$ cat src/rtl/branch_resolve_queue.sv
// In-order queue of predicted conditional branches, from fetch to resolution.
// Define GHIST_EN to build gshare indexing (global history XORed into the table index).
module branch_resolve_queue #(
   parameter int DEPTH     = 4,
   parameter int PC_WIDTH  = 10,
   parameter int IDX_WIDTH = 3
) (
   input  logic                   clk,
   input  logic                   rst,
   input  logic                   br_valid,
   output logic                   br_ready,
   input  logic [PC_WIDTH-1:0]    br_pc,
   input  logic [PC_WIDTH-1:0]    br_target,
   output logic [IDX_WIDTH-1:0]   tbl_addr,
   input  logic [1:0]             tbl_rec,
   output logic                   pred_taken,
   input  logic                   res_valid,
   input  logic                   res_taken,
   output logic                   upd_valid,
   output logic [IDX_WIDTH-1:0]   upd_addr,
   output logic                   upd_taken,
   output logic                   mispredict,
   output logic [PC_WIDTH-1:0]    redirect_pc,
   output logic [$clog2(DEPTH):0] count,
   output logic                   underflow
);

   localparam int PW = $clog2(DEPTH);
   localparam int CW = PW + 1;

   logic [IDX_WIDTH-1:0] ent_idx  [DEPTH];
   logic                 ent_pred [DEPTH];
   logic [PC_WIDTH-1:0]  ent_pc   [DEPTH];
   logic [PC_WIDTH-1:0]  ent_tgt  [DEPTH];

   logic [PW-1:0]        head;
   logic [PW-1:0]        tail;
   logic                 push;
   logic                 pop;
   logic                 mis;
   logic [IDX_WIDTH-1:0] h_idx;
   logic                 h_pred;
   logic [PC_WIDTH-1:0]  h_pc;
   logic [PC_WIDTH-1:0]  h_tgt;

   // Only the counter's direction bit feeds the prediction.
   logic tbl_rec_unused;
   assign tbl_rec_unused = tbl_rec[0];

`ifdef GHIST_EN
   logic [IDX_WIDTH-1:0] ghist;

   assign tbl_addr = br_pc[IDX_WIDTH-1:0] ^ ghist;

   // History is architectural: shifted only on real resolves, never rolled back on flush.
   always_ff @(posedge clk) begin
      if (rst)
         ghist <= '0;
      else if (pop)
         ghist <= {ghist[IDX_WIDTH-2:0], res_taken};
   end
`else
   assign tbl_addr = br_pc[IDX_WIDTH-1:0];
`endif

   assign br_ready   = (count != CW'(DEPTH));
   assign pred_taken = br_valid & tbl_rec[1];
   assign push       = br_valid & br_ready;
   assign pop        = res_valid & (count != '0);

   assign h_idx  = ent_idx[head];
   assign h_pred = ent_pred[head];
   assign h_pc   = ent_pc[head];
   assign h_tgt  = ent_tgt[head];
   assign mis    = pop & (h_pred != res_taken);

   always_ff @(posedge clk) begin
      if (rst) begin
         head        <= '0;
         tail        <= '0;
         count       <= '0;
         upd_valid   <= 1'b0;
         upd_addr    <= '0;
         upd_taken   <= 1'b0;
         mispredict  <= 1'b0;
         redirect_pc <= '0;
         underflow   <= 1'b0;
      end else begin
         upd_valid  <= pop;
         mispredict <= mis;
         if (pop) begin
            upd_addr    <= h_idx;
            upd_taken   <= res_taken;
            redirect_pc <= res_taken ? h_tgt : h_pc + PC_WIDTH'(1);
         end
         if (res_valid && count == '0)
            underflow <= 1'b1;

         // A mispredict squashes everything younger, including a same-cycle push.
         if (mis) begin
            head  <= '0;
            tail  <= '0;
            count <= '0;
         end else begin
            if (push) begin
               ent_idx[tail]  <= tbl_addr;
               ent_pred[tail] <= tbl_rec[1];
               ent_pc[tail]   <= br_pc;
               ent_tgt[tail]  <= br_target;
               tail           <= tail + PW'(1);
            end
            if (pop)
               head <= head + PW'(1);
            case ({push, pop})
               2'b10:   count <= count + CW'(1);
               2'b01:   count <= count - CW'(1);
               default: count <= count;
            endcase
         end
      end
   end

endmodule

$ cat config.mk
export PLATFORM = sky130hd
export DESIGN_NAME = branch_resolve_queue
export DESIGN_NICKNAME = d
export VERILOG_FILES = /design/src/rtl/branch_resolve_queue.sv
export SDC_FILE = /design/constraint.sdc
export NUM_CORES = 1
export LEC_CHECK = 0
export ABC_AREA = 1
export CAP_MARGIN = 40
export CELL_PAD_IN_SITES_DETAIL_PLACEMENT = 1
export CELL_PAD_IN_SITES_GLOBAL_PLACEMENT = 2
export CORE_ASPECT_RATIO = 0.5
export CORE_MARGIN = 8
export CORE_UTILIZATION = 25
export DETAILED_ROUTE_END_ITERATION = 8
export GPL_TIMING_DRIVEN = 0
export PLACE_DENSITY = 0.58
export SLEW_MARGIN = 20
export SYNTH_ARGS = -nofsm -noshare
export SYNTH_HDL_FRONTEND = slang
export SYNTH_SLANG_ARGS = --single-unit
$ cat constraint.sdc
create_clock -name clk -period 2.9 [get_ports clk]
set_clock_uncertainty 0.1 [all_clocks]
set_input_delay 0.58 -clock clk [delete_from_list [all_inputs] [get_ports clk]]
set_output_delay 0.58 -clock clk [all_outputs]
set_load 0.01 [all_outputs]
### After elaboration in Yosys (flattened, before gate mapping)

Memory sizes are Yosys's and may differ from the RTL's. A register that Yosys moved wholly into a read port is not among the register bits.
Index checks and enable logic that the tools add are counted.

| cells by class | value |
|---|---|
| muxes and demuxes | 12 |
| equal/unequal tests | 4 |
| $add $sub $neg | 5 |
| bitwise operators | 4 |
| reductions and logical operators | 5 |

Operators with widths:

| kind | count |
|---|---|
| $mux W2 | 6 |
| $add A10 B1 Y10 const B | 1 |
| $mux W10 | 1 |
| $pmux W3 S2 | 1 |
| $add A2 B1 Y2 const B | 2 |
| $and A1 B1 Y1 | 4 |
| $mux W1 | 4 |
| $add A3 B1 Y3 const B | 1 |
| $logic_not A3 Y1 | 1 |
| $ne A3 B3 Y1 const B | 1 |
| $reduce_bool A3 Y1 | 1 |
| $sub A3 B1 Y3 const B | 1 |
| $eq A2 B1 Y1 const B | 1 |
| $eq A2 B2 Y1 const B | 1 |
| $reduce_bool A2 Y1 | 1 |
| $reduce_or A2 Y1 | 1 |
| $logic_and A1 B1 Y1 | 1 |
| $ne A1 B1 Y1 | 1 |

| word-level totals | value |
|---|---|
| bits in writable memories | 96 |
| register bits after elaboration | 21 |
| input port bits | 27 |
| memories | 4 |
| word-level logic and storage cells | 42 |
| output and inout port bits | 25 |

Memories:

| memory | depth | width | rd ports | clocked after memory_dff | wr ports | line | text |
|---|---|---|---|---|---|---|---|
| ent_pc | 4 | 10 | 1 | 1 | 1 | 33 | `logic [PC_WIDTH-1:0] ent_pc [DEPTH];` |
| ent_tgt | 4 | 10 | 1 | 1 | 1 | 34 | `logic [PC_WIDTH-1:0] ent_tgt [DEPTH];` |
| ent_idx | 4 | 3 | 1 | 1 | 1 | 31 | `logic [IDX_WIDTH-1:0] ent_idx [DEPTH];` |
| ent_pred | 4 | 1 | 1 | 1 | 1 | 32 | `logic ent_pred [DEPTH];` |

### Longest topological paths before layout

| depth | value |
|---|---|
| depth in word-level cells | 6 |
| gate-level depth with buffers | 14 |
| mapped depth without buffers | 12 |

### Worst setup path after synthesis

No wires, ideal clock.

| path | value |
|---|---|
| kind | register to register |
| start | register count[2] |
| end | memory ent_idx[0][0], enable pin |
| setup time | 0.399 ns |
| arrival | 2.041 ns |
| slack | 0.361 ns |
| path buffers | 1 |
| stages on the path, launching flop included | 7 |
| clock period less this slack | 2.539 ns |
| required time | 2.401 ns |
| path through | dfxtp_1 > nor3_1 > nor2_1 > buf_2 > nand3_1 > nand4_1 > nor2_1 |

| between the ends | value |
|---|---|
| longest elaborated chain between the ends | 6 |
| elaborated cells between the ends (all ways) | 9 |
| classes of those cells | eq/ne: 1; mux: 4; bitwise: 3; reduce/logical: 1 |

RTL lines:

| element | line | text |
|---|---|---|
| start: declaration | 24 | `output logic [$clog2(DEPTH):0] count,` |
| start signal: assignment | 115 | `2'b10: count <= count + CW'(1);` |
| start signal: assignment | 116 | `2'b01: count <= count - CW'(1);` |
| start signal: assignment | 117 | `default: count <= count;` |
| $ne A3 B3 Y1 or $reduce_bool A3 Y1 (tied branches) | 66, 69 |  |
| $and A1 B1 Y1 (on tied branches) | 68, 69 |  |
| $mux W1 or $and A1 B1 Y1 (tied branches) | 105, 75 |  |
| $mux W1 (*) | 100 | `if (mis) begin` |
| $mux W1 (*) | 78 | `if (rst) begin` |
| $mux W1 (implied by the code) (*) | 106 | `ent_idx[tail] <= tbl_addr;` |
| end: declaration | 31 |  |

Every way passes the cells marked *; elsewhere a longest branch is shown, timed or not.

### Final worst setup path

| path | value |
|---|---|
| start | input port rst |
| end | memory ent_tgt[3][4], enable pin |

| between the ends | value |
|---|---|
| longest elaborated chain between the ends | 2 |

RTL lines:

| element | line | text |
|---|---|---|
| start: declaration | 9 | `input logic rst,` |
| $mux W1 | 78 |  |
| $mux W1 (implied by the code) | 109 | `ent_tgt[tail] <= br_target;` |
| end: declaration | 34 |  |

Every way passes these cells.

==> parameters.txt <==
Parameter                              Value

Cells and area
  Final cell count without fillers    773
  Design area    6040 sq um
  P&R area growth vs syn    27.7%
  Net total in the final layout    543
  Ant diodes    0
  Share of cells above drive strength 1    13.2%

Yosys
  Net count after synthesis    476
  Gate count of the mapped netlist    442
  Dominant cells by area after synthesis    edfxtp_1, dfxtp_1, nand2_1, nor2_1, o21ai_0
  Flip-flop and latch count after synthesis    110
  Ys async rst share    0%
  Post-Synthesis Mean Instance Area    10.7 sq um
  Post-synthesis instance area    4730 sq um
  Most instantiated library cell after synthesis    nand2_1
  Sequential share of the synthesized area    64.3%
  Distinct cells, synth    35
  Top cell type's share of synthesized area    53.3%
  Dominant cell type by area after synthesis    edfxtp_1
  Most common library cells after synthesis    nand2_1, edfxtp_1, nor2_1
  Number of synthesized flops with an enable pin    84
  Number of warnings reported in the yosys synthesis log    0
  Most common flop cell mapped by yosys    edfxtp_1

Clocking
  TritonCTS clock tree    built
  Total CTS buffers    9
  H-Tree Depth    3
  Post-CTS Hold Fix Bufs    0
  Clock insertion delay at the later pin of the skew report    340 ps
  Clock root buffer master    clkbuf_16
  CTS sink cnt    110
  Clk slew on worst S/H paths    80 ps
  Clock Path Buffers    2

Routing
  Count of routing violations after the opening detailed-route iteration    125
  Average vias per placed instance    4.20
  Detailed route wirelength on metal3    292 um
  Met2 routed wirelength    5960 um
  Routed metal-1 wire length    6630 um
  Total wirelength of the detailed-routed design    13000 um
  Pre-antenna DRT Iters    4
  Wire per inst    16.8 um
  Highest metal layer used by the detailed router    met4
  DRC violation count after routing    0
  Antenna violation net count after detailed routing    0
  Total number of vias    3250

Global route
  Wire length of the first global-routing pass    20100 um
  Congestion Overflow GR    0
  Maximum number of pins on one net before global-route repair    21
  Tot GR Track Use    11.0%
  Via count of the first global-routing pass    3513
  Antenna violations before repair    0

Timing
  Maximum clock frequency    368 MHz
  Setup repair after global routing missed its margin    no
  Hold Violations, Final    0
  Slew margin rel.    67.1%
  Setup TNS Final    0 ps
  Final worst path period need    2720 ps
  Slew at the pin closest to its max-slew limit    493 ps
  Worst setup margin    179 ps
  Setup violation total in the final timing report    0
  Total count of max-transition violations in the final report    0
  Part of the cycle the worst path needs    93.8%

Min path
  Hold crit path type    reg -> reg
  Launch instance of the worst min-delay path    underflow

Placed design
  Post-Place Cells    755
  Number of input and output port buffers inserted    50
  HPWL after detailed placement    9460 um
  Placement-stage cell area    5690 sq um
  Setup slack after placement    -688 ps
  Weighted congestion reported at the end of routability-driven placement    0.689

Critical path
  Arr. time, crit path    2670 ps
  Startpoint Class    primary input
  Data required time at the worst endpoint    2850 ps
  Startpoint-to-endpoint class of the critical path    in -> reg
  Origin of the worst setup path    rst
  Crit Path Max Fanout    17
  Startpoint of the most critical register-to-register path    count[0]
  Critical path capture point type    register

Power
  Static leakage power    2.27 nW
  Worst IR Drop VDD    0.282 mV
  Cell Int Power    3.25 mW
  Clock network fraction of design power    23.8%
  Fraction of power consumed by combinational cells    36.2%
  Power per cell area    842 nW/um^2
  Fraction of power spent switching nets    36.1%
  Reg power frac    40.0%
  Power spent charging and discharging nets    1.83 mW

Floorplan
  Die span in x    211 um
  Core outline area    18500 sq um
  Die height    113 um
  Effective utilization at floorplan    25.6%
  Top Ports    52
  Die ar.    23800 sq um
  Site row count    35

Outcome
  Status    complete, no violations

Flow run
  MaxCap Viol Count    0
==> power groups by stage <==
stage,sequential (mW),clock [mW],combinational (mW)
CTS,2.04,1.25,1.88
finish,2.04,1.21,1.84
global placement,2.08,0,1.79
detailed placement,2.08,0,1.85
global route,2.06,1.30,2.06
floorplan,2.09,0,1.04
==> final timing paths <==
kind | endpoint | slack, ps | depth (start not counted)
hold / removal | underflow | 360 | 2
setup / recovery | ent_tgt[3][4] | 180 | 5
hold reg to reg | underflow | 360 | 2
setup reg to reg | ent_tgt[3][4] | 240 | 7
==> layout make-up <==
| class | count | area [sq um] |
|---|---|---|
| buffer | 18 | 141 |
| clock buffer | 9 | 225 |
| clock inverter | 7 | 65.1 |
| fill | 2102 | 12400 |
| inverter | 49 | 189 |
| multi-input combinational | 264 | 1390 |
| sequential | 110 | 3040 |
| tap | 259 | 324 |
| timing repair buffer | 57 | 663 |
==> critical path, stage by stage <==
cell and delay, ps:
clkdlybuf4s50_1 550, inv_1 440, nand4_1 470, nor2_4 380, buf_12 230
==> state kept, by name, indices dropped and copies added, names as in the netlist, named ones only <==
name,cells
ent_pc,32
redirect_pc,10
tail,2
ent_tgt,40
ent_idx,8
head,2
mispredict,1
upd_valid,1
ent_pred,4
underflow,1
upd_addr,3
upd_taken,1
count,3
==> metrics by stage <==
step	util, %	hold WS, ps	power [mW]
global route	32.7	402	5.42
global placement	30.1	342	3.87
floorplan	-	368	3.12
finish	32.7	358	5.08
detailed placement	30.8	350	3.92
CTS	32.6	361	5.17
==> cells in the final DEF (no fill, tap or decap), types with 2 or more instances in the layout <==
cell type	instances
nand2_1	88
edfxtp_1	84
clkdlybuf4s50_1	50
inv_1	45
nor2_1	43
o21ai_0	34
dfxtp_1	26
nand3_1	20
a21oi_1	19
clkbuf_16	9
buf_4	8
nand2_2	6
o22ai_1	6
a31oi_1	6
ha_1	6
buf_6	5
buf_2	5
nand3_2	4
nor2_4	4
buf_12	4
o21ai_1	3
a32o_1	3
o221ai_1	3
xor2_1	3
buf_16	3
inv_4	2
or2_2	2
nand2_4	2
inv_2	2
nor2_2	2
nand3b_1	2
inv_6	2
clkinv_4	2
inv_8	2
==> routing by layer <==
metal | up-vias | GRT usage, %
met1 | 1588 | 14.6
met5 | - | 0
met3 | 6 | 2.15
met2 | 31 | 18.4
li1 | 1625 | -
met4 | 0 | 2.64
==> kinds of logic after synthesis <==
kind of cell    after synthesis  synth area share (%)
xor+xnor                      3                 0.556
flops                       110                  64.3
simple gates                178                  17.1
fa+ha+maj                     7                  2.01
compound gates               76                  9.05
buf+inv                      68                  6.96
==> what timing repair did <==
item	CTS	global route
pin swaps	3	0
resized for setup	0	4
buffers inserted	3	0
endpoints found under the setup margin	80	1
Note: power is estimated with default switching activity, not from simulation.
